`config.mk`:
```
export PLATFORM = sky130hd
export DESIGN_NAME = shift_seq_ctrl_flat
export DESIGN_NICKNAME = d
export VERILOG_FILES = /design/src/rtl/shift_seq_if.sv /design/src/rtl/shift_seq_ctrl.sv /design/src/flat_wrapper.sv
export SDC_FILE = /design/constraint.sdc
export NUM_CORES = 1
export LEC_CHECK = 0
export BUFFER_PORTS_ARGS = -buffer_cell sky130_fd_sc_hd__buf_2
export CORE_MARGIN = 2
export CORE_UTILIZATION = 51
export CTS_BUF_LIST = sky130_fd_sc_hd__clkbuf_4 sky130_fd_sc_hd__clkbuf_8
export DETAILED_ROUTE_END_ITERATION = 6
export GPL_TIMING_DRIVEN = 0
export PLACE_DENSITY = 0.81
export SKIP_LAST_GASP = 1
export SYNTH_ARGS = -nofsm -noshare
export SYNTH_HDL_FRONTEND = slang
export SYNTH_SLANG_ARGS = --single-unit
```
`constraint.sdc`:
```
create_clock -name clk -period 2.7 [get_ports clk]
set_clock_uncertainty 0.2 [all_clocks]
set_input_delay 0.81 -clock clk [delete_from_list [all_inputs] [get_ports clk]]
set_output_delay 0.81 -clock clk [all_outputs]
set_load 0.005 [all_outputs]
```
`src/rtl/shift_seq_if.sv`:
```
// Host-side command/response bundle for the shift-register sequencer.
interface shift_seq_if #(
    parameter int unsigned WIDTH = 4,
    parameter int unsigned SHW   = 3
) ();
    logic             start;
    logic             dir;
    logic [SHW-1:0]   shamt;
    logic             fill;
    logic             rotate;
    logic [WIDTH-1:0] data_in;
    logic             busy;
    logic             done;
    logic [WIDTH-1:0] result;
    logic             ovf;

    // Host issues commands and observes the response
    modport master (
        output start, dir, shamt, fill, rotate, data_in,
        input  busy, done, result, ovf
    );

    // Sequencer accepts commands and reports the response
    modport slave (
        input  start, dir, shamt, fill, rotate, data_in,
        output busy, done, result, ovf
    );
endinterface

```
`src/rtl/shift_seq_ctrl.sv`:
```
// Sequencer for a 4-bit universal shift register: load, shift n places, capture.
// Optional rotate support is compiled in with `define SHIFT_SEQ_ROTATE_EN.
module shift_seq_ctrl #(
    parameter int unsigned WIDTH = 4,
    parameter int unsigned SHW   = 3
) (
    input  logic             clk,
    input  logic             clr,
    shift_seq_if.slave       host,
    output logic             m0,
    output logic             m1,
    output logic [WIDTH-1:0] p_load,
    output logic             sr_left_in,
    output logic             sr_right_in,
    input  logic [WIDTH-1:0] sr_p_out
);

    localparam logic [SHW-1:0] MAX_SH = SHW'(WIDTH);

    typedef enum logic [1:0] {
        IDLE  = 2'd0,
        LOAD  = 2'd1,
        SHIFT = 2'd2,
        CAPT  = 2'd3
    } state_t;

    state_t           state;
    state_t           state_next;
    logic [SHW-1:0]   cnt;
    logic [SHW-1:0]   shamt_sat;
    logic             dir_q;
    logic             fill_q;
    logic             rot_on;
    logic             out_bit;
    logic             busy_q;
    logic             done_q;
    logic             ovf_q;
    logic [WIDTH-1:0] result_q;
    logic             m0_d;
    logic             m1_d;

`ifdef SHIFT_SEQ_ROTATE_EN
    logic rot_q;

    // Rotate request captured with the command
    always_ff @(posedge clk) begin
        if (clr) begin
            rot_q <= 1'b0;
        end else if (state == IDLE && host.start) begin
            rot_q <= host.rotate;
        end
    end

    assign rot_on = rot_q;
`else
    logic unused_rotate;
    assign unused_rotate = host.rotate;
    assign rot_on        = 1'b0;
`endif

    assign shamt_sat = (host.shamt > MAX_SH) ? MAX_SH : host.shamt;

    // Bit leaving the register on a shift edge
    assign out_bit = dir_q ? sr_p_out[WIDTH-1] : sr_p_out[0];

    // Serial inputs: fill, or the wrapped-around bit when rotating
    assign sr_left_in  = (rot_on && !dir_q) ? sr_p_out[0]       : fill_q;
    assign sr_right_in = (rot_on &&  dir_q) ? sr_p_out[WIDTH-1] : fill_q;

    assign host.busy   = busy_q;
    assign host.done   = done_q;
    assign host.ovf    = ovf_q;
    assign host.result = result_q;

    // State register
    always_ff @(posedge clk) begin
        if (clr) begin
            state <= IDLE;
        end else begin
            state <= state_next;
        end
    end

    // Next-state logic
    always_comb begin
        state_next = state;
        case (state)
            IDLE:    if (host.start) state_next = LOAD;
            LOAD:    state_next = (cnt != '0) ? SHIFT : CAPT;
            SHIFT:   if (cnt == SHW'(1)) state_next = CAPT;
            CAPT:    state_next = IDLE;
            default: state_next = IDLE;
        endcase
    end

    // Mode pins decoded from the upcoming state so they register in step with it
    always_comb begin
        m0_d = 1'b0;
        m1_d = 1'b0;
        case (state_next)
            LOAD: begin
                m0_d = 1'b1;
                m1_d = 1'b1;
            end
            SHIFT: begin
                m0_d = dir_q;
                m1_d = ~dir_q;
            end
            default: begin
                m0_d = 1'b0;
                m1_d = 1'b0;
            end
        endcase
    end

    // Command registers, counter, mode pins and host response
    always_ff @(posedge clk) begin
        if (clr) begin
            m0       <= 1'b0;
            m1       <= 1'b0;
            p_load   <= '0;
            cnt      <= '0;
            dir_q    <= 1'b0;
            fill_q   <= 1'b0;
            busy_q   <= 1'b0;
            done_q   <= 1'b0;
            ovf_q    <= 1'b0;
            result_q <= '0;
        end else begin
            m0     <= m0_d;
            m1     <= m1_d;
            done_q <= (state == CAPT);
            case (state)
                IDLE: begin
                    if (host.start) begin
                        dir_q  <= host.dir;
                        cnt    <= shamt_sat;
                        fill_q <= host.fill;
                        p_load <= host.data_in;
                        ovf_q  <= 1'b0;
                        busy_q <= 1'b1;
                    end
                end
                SHIFT: begin
                    cnt <= cnt - SHW'(1);
                    if (!rot_on) begin
                        ovf_q <= ovf_q | out_bit;
                    end
                end
                CAPT: begin
                    result_q <= sr_p_out;
                    busy_q   <= 1'b0;
                end
                default: begin
                end
            endcase
        end
    end

endmodule

```
`src/flat_wrapper.sv`:
```
// flat-port wrapper written by rule: the top's interface ports become plain ports
module shift_seq_ctrl_flat 
#(
    parameter int unsigned WIDTH = 4,
    parameter int unsigned SHW   = 3
)
  (clk, clr, m0, m1, p_load, sr_left_in, sr_right_in, sr_p_out, host_start, host_dir, host_shamt, host_fill, host_rotate, host_data_in, host_busy, host_done, host_result, host_ovf);
  shift_seq_if #(.WIDTH(WIDTH), .SHW(SHW)) host_i ();
  input  logic clk;
  input  logic clr;
  output logic m0;
  output logic m1;
  output logic [WIDTH-1:0] p_load;
  output logic sr_left_in;
  output logic sr_right_in;
  input  logic [WIDTH-1:0] sr_p_out;
  input wire logic [$bits(host_i.start)-1:0] host_start;
  input wire logic [$bits(host_i.dir)-1:0] host_dir;
  input wire logic [$bits(host_i.shamt)-1:0] host_shamt;
  input wire logic [$bits(host_i.fill)-1:0] host_fill;
  input wire logic [$bits(host_i.rotate)-1:0] host_rotate;
  input wire logic [$bits(host_i.data_in)-1:0] host_data_in;
  output wire logic [$bits(host_i.busy)-1:0] host_busy;
  output wire logic [$bits(host_i.done)-1:0] host_done;
  output wire logic [$bits(host_i.result)-1:0] host_result;
  output wire logic [$bits(host_i.ovf)-1:0] host_ovf;
  assign host_i.start = host_start;
  assign host_i.dir = host_dir;
  assign host_i.shamt = host_shamt;
  assign host_i.fill = host_fill;
  assign host_i.rotate = host_rotate;
  assign host_i.data_in = host_data_in;
  assign host_busy = host_i.busy;
  assign host_done = host_i.done;
  assign host_result = host_i.result;
  assign host_ovf = host_i.ovf;
  shift_seq_ctrl #(.WIDTH(WIDTH), .SHW(SHW)) u_core (.clk(clk), .clr(clr), .host(host_i), .m0(m0), .m1(m1), .p_load(p_load), .sr_left_in(sr_left_in), .sr_right_in(sr_right_in), .sr_p_out(sr_p_out));
endmodule
```
* Word-level counts from Yosys, hierarchy flattened
Cells that the tools add are included.
** Word-level totals
- Logic and storage cells :: 43
- Input port bits :: 17
- Register bits after elaboration :: 20
- Output and inout bits :: 15
** Operators by class
- Muxes and demuxes :: 14
- Add/sub/neg operators :: 1
- Reduce and logical (&&, ||, !) cells :: 7
- Order comparisons :: 1
- Equal/unequal tests :: 7
- Bitwise gates (word level) :: 2
** Operators by type and width (number)
- case mux 1 bit (2 select lines) :: 4
- case mux 2 bit (4 select lines) :: 1
- == test 2 bit, second input constant :: 3
- two-way mux 3 bit :: 2
- case mux 3 bit (2 select lines) :: 1
- AND reduction 2 bit :: 3
- == test 2 x 1 -> 1 bit, second input constant :: 2
- two-way mux 1 bit :: 4
- two-way mux 2 bit :: 2
- nonzero test 2 bit :: 2
- == test 3 x 1 -> 1 bit, second input constant :: 1
- greater-than comparator 3 bit, second input constant :: 1
- nonzero test 3 bit :: 1
- subtractor 3 x 1 -> 3 bit, second input constant :: 1
- zero test 2 bit :: 1
- != test 2 bit, second input constant :: 1
- NOT 1 bit :: 1
- OR 1 bit :: 1

* Depth between registers and ports, before layout
- Depth in word-level cells :: 5
- Gate-level depth with buffers :: 9
- Depth with buffers taken out :: 8

* Least setup slack after synthesis
Ideal clock, no wire load.
- Path type :: input-to-reg
- Start :: input port host_start
- End :: register u_core.m0
- Buffers on the path :: 1
- Cell stages on the path :: 6
- Data required time :: 2.422 ns
- Data arrival time :: 1.791 ns
- Slack :: 0.631 ns
- Library setup time :: 0.078 ns
- Cell sequence :: buf_4 > nor2b_1 > and2_1 > a21oi_1 > ha_1 > nor3_1
** Between the ends
- Longest elaborated chain between the ends :: 4
- Elaborated cells on any way between the ends :: 5
- Classes of those cells :: eq/ne (2); mux (3)
** RTL lines
- start: declaration :: RTL line flat_wrapper.sv:17 : input wire logic [$bits(host_i.start)-1:0] host_start;
- two-way mux 2 bit * :: RTL line shift_seq_ctrl.sv:88 : IDLE: if (host.start) state_next = LOAD;
- case mux 2 bit (4 select lines) * :: RTL line shift_seq_ctrl.sv:87 : case (state)
- via u_core.state_next[0] :: RTL line shift_seq_ctrl.sv:28 : state_t state_next;
- == test 2 bit / == test 2 x 1 -> 1 bit (equally long branches) :: RTL line shift_seq_ctrl.sv:100 : case (state_next)
- case mux 1 bit (2 select lines) * :: RTL line shift_seq_ctrl.sv:100
- end signal: assignment :: RTL line shift_seq_ctrl.sv:130 : m0 <= m0_d;
- end: declaration :: RTL line shift_seq_ctrl.sv:10 : output logic m0,
Mark *: on every way through the listed nets, which the timed path passes. The rest lies on a longest branch.
A chain may end at the register's enable or synchronous reset.

* Worst setup path after layout
- Start :: register u_core.state[0]
- End :: register u_core.m1
** Between the ends
- Longest elaborated chain between the ends :: 4
- Elaborated cells on any way between the ends :: 10
- Classes of those cells :: eq/ne (5); mux (4); reduce/logical (1)
** RTL lines
- start: declaration :: RTL line shift_seq_ctrl.sv:27 : state_t state;
- start signal: assignment :: RTL line shift_seq_ctrl.sv:80 : state <= state_next;
- == test 2 bit (tied with other cells) :: RTL line shift_seq_ctrl.sv:87
- case mux 2 bit (4 select lines) * :: RTL line shift_seq_ctrl.sv:87
- via u_core.state_next[1] :: RTL line shift_seq_ctrl.sv:28
- == test 2 bit / == test 2 x 1 -> 1 bit (equally long branches) :: RTL line shift_seq_ctrl.sv:100
- case mux 1 bit (2 select lines) * :: RTL line shift_seq_ctrl.sv:100
- end signal: assignment :: RTL line shift_seq_ctrl.sv:131 : m1 <= m1_d;
- end: declaration :: RTL line shift_seq_ctrl.sv:11 : output logic m1,
Marks and branches as above.

==> flow_summary.ini <==
[sta]
worst_pin_slew_ps = 458
timing_hold_violations_final = 0
finalSetupViolations = 0
post-route-period-util = 0.847
finalSetupTns_ps = 0
max_freq_mhz = 437
rsz0062_at_grt = false
maxSlewViolCount = 0
hold-worst-slack_ps = 258
period_needed_ps = 2290
maxSlewHeadroom = 0.686

[yosys]
synth.yosys.seq_area_share = 0.417
synth_top_area_share = 0.417
ys_ff_latch = 20
syn_inst = 108
yosys.cell_types.count = 25
yosysMostFrequentCell = dfxtp_1
synth_area_leaders = dfxtp_1 (42%), ha_1 (12%), a21oi_1 (6.8%)
synth_edf_count = 0
synth_area_um2 = 960
synthArstFlopShare = 0
syn_area_per_cell_um2 = 8.89
yosys-top-cells-count = dfxtp_1 (20), a21oi_1 (13), ha_1 (9)
synth_fp_nets = 134
yosys_warnings = 0
synth.largest_area_cell = dfxtp_1
dominantRegCellSynth = dfxtp_1

[layout]
drive_above_1_share = 0.248
finish.instance_area_um2 = 1190
area_growth_pct = 23.9
fillerInstances = 146
utilization = 0.681
diodes = 0
final_nets = 168

[placed_design]
hpwl_um = 1620
io_buffers = 29
gp_congestion = 0.756
placed_area_um2 = 1140

[clock_network]
htree_levels = 1
post_cts.repair.setup_buffers = 0
cts-root-buf = clkbuf_4
cts-buffers-inserted = 3
clk-insertion-delay-late_ps = 310
holdBufCountCts = 0
cts_buffer_depth = 2
clock_sinks = 20
cts_resized = 0
cts_tree = yes
clk_pin_slew_ps = 120

[route]
ant_nets = 0
vias = 840
wire_per_inst_um = 12.7
via_per_inst = 5.06
dr.pass1.iters = 4
drcViolationCount = 0
drt-initial-drc-count = 15
drt_wl_total_um = 2100

[grt]
antenna_found_initial = 0
grt_usage = 0.216
grt_overflow = 0
grt_pass1_vias = 759
grt_max_degree = 13
grt_pass1_wl_um = 3280

[critical_path]
r2r_slack_ps = 410
critical_path.slowest_cell = clkbuf_1
cp-end-kind = flip-flop
cp_cell_sequence = inv_1 > ha_1 > clkbuf_1 > nor2b_1 > a21oi_1 > inv_1 > ha_1 > a21oi_1 > nor3_1
worstPathMaxFanout = 10
critPathArrivalTime_ps = 2270
cpPeakStageDelay_ps = 390
worstPathRequired_ps = 2680
start_kind = flip-flop
critical_path_class = reg2reg

[flow_run]
maxCapViolCount = 0

[status]
outcome = finished clean

[die]
initial_core_util = 0.550
core_um2 = 1750
fp-row-count = 15
die_y_um = 47.4
die_area_um2 = 2240
die_w_um = 47.4
ios = 32

[power_and_ir_drop]
p_leak_nw = 0.547
vdd_drop_max_v = 0.000455
p_per_area_nw_per_um2 = 743

[worst_hold_path]
worstHoldPathType = reg2reg
[layout make-up]
cell class	count	area, um2	share of cell area
flip-flops and latches	20	400	0.337
plain buffers	7	33.8	0.0284
inverters	7	26.3	0.0221
well taps	25	31.3	0.0263
clock buffers	3	22.5	0.0189
multi-input cells	74	499	0.420
clock inverters	1	30.0	0.0253
repair buffers	29	145	0.122
[cells in the final DEF, fill, tap and decap left out, drive strengths merged, types with 2 or more instances in the layout]
cell / synthesis / layout
buf: 2 / 31
dfxtp: 20 / 20
a21oi: 13 / 13
ha: 9 / 9
nand2: 8 / 8
clkbuf: 5 / 8
inv: 7 / 7
nor2b: 6 / 6
nand3: 6 / 6
nor2: 6 / 6
mux2i: 6 / 6
nor3: 3 / 3
a211oi: 3 / 3
a31oi: 2 / 2
a21o: 2 / 2
o21ai: 2 / 2
[worst max-delay path, delay by kind of cell (launching register included)]
kind	cells	cell delay, ps
buf+inv	3	590
fa+ha+maj	2	450
compound gates	2	420
flops	1	370
simple gates	2	160
[registers in the layout (all words and copies together), names as in the netlist, 2 cells and up]
register,count
u_core.host.result,4
u_core.p_load,4
u_core.cnt,3
u_core.state,2
[per-layer routing]
layer | vias to the layer above | routed length (um) | track usage | share of wire
met3 | 7 | 67 | 0.0231 | 0.032
met4 | 0 | 74 | 0.167 | 0.035
li1 | 431 | - | - | -
met2 | 21 | 1090 | 0.357 | 0.52
met5 | - | 0 | 0 | 0
met1 | 381 | 875 | 0.252 | 0.42
[stage by stage]
stage | total power [W] | setup slack, ps | cells
2_1_floorplan | 0.000552 | 631 | 108
3_3_place_gp | 0.000620 | 390 | 162
3_5_place_dp | 0.000642 | 308 | 162
4_1_cts | 0.000888 | 414 | 166
5_1_grt | 0.000942 | 281 | 166
6_report | 0.000883 | 413 | 166
[path summary, 6_finish.rpt]
kind / cells past startpoint / endpoint / start
worst min register to register: 2 / u_core.p_load[2]$_SDFFE_PP0P_ / u_core.p_load[2]$_SDFFE_PP0P_
worst max-delay path: 9 / u_core.m1$_SDFF_PP0_ / u_core.state[0]$_SDFF_PP0_
worst min-delay path: 2 / u_core.p_load[2]$_SDFFE_PP0P_ / u_core.p_load[2]$_SDFFE_PP0P_
worst max register to register: 9 / u_core.m1$_SDFF_PP0_ / u_core.state[0]$_SDFF_PP0_
[power breakdown]
group          internal, W  switching (W)  total [W]
Sequential        0.000337      0.0000254   0.000363
Clock             0.000150      0.0000967   0.000247
Combinational     0.000120       0.000153   0.000273
[logic make-up after synthesis]
kind of cell | after synthesis | synth area share
muxes | 7 | 0.0743
adders and majority gates | 9 | 0.117
and+or+nand+nor | 35 | 0.189
buffers and inverters | 14 | 0.0626
DFF | 20 | 0.417
AOI/OAI and AO/OA | 23 | 0.139
No activity file was read; power rests on OpenSTA's default activity.
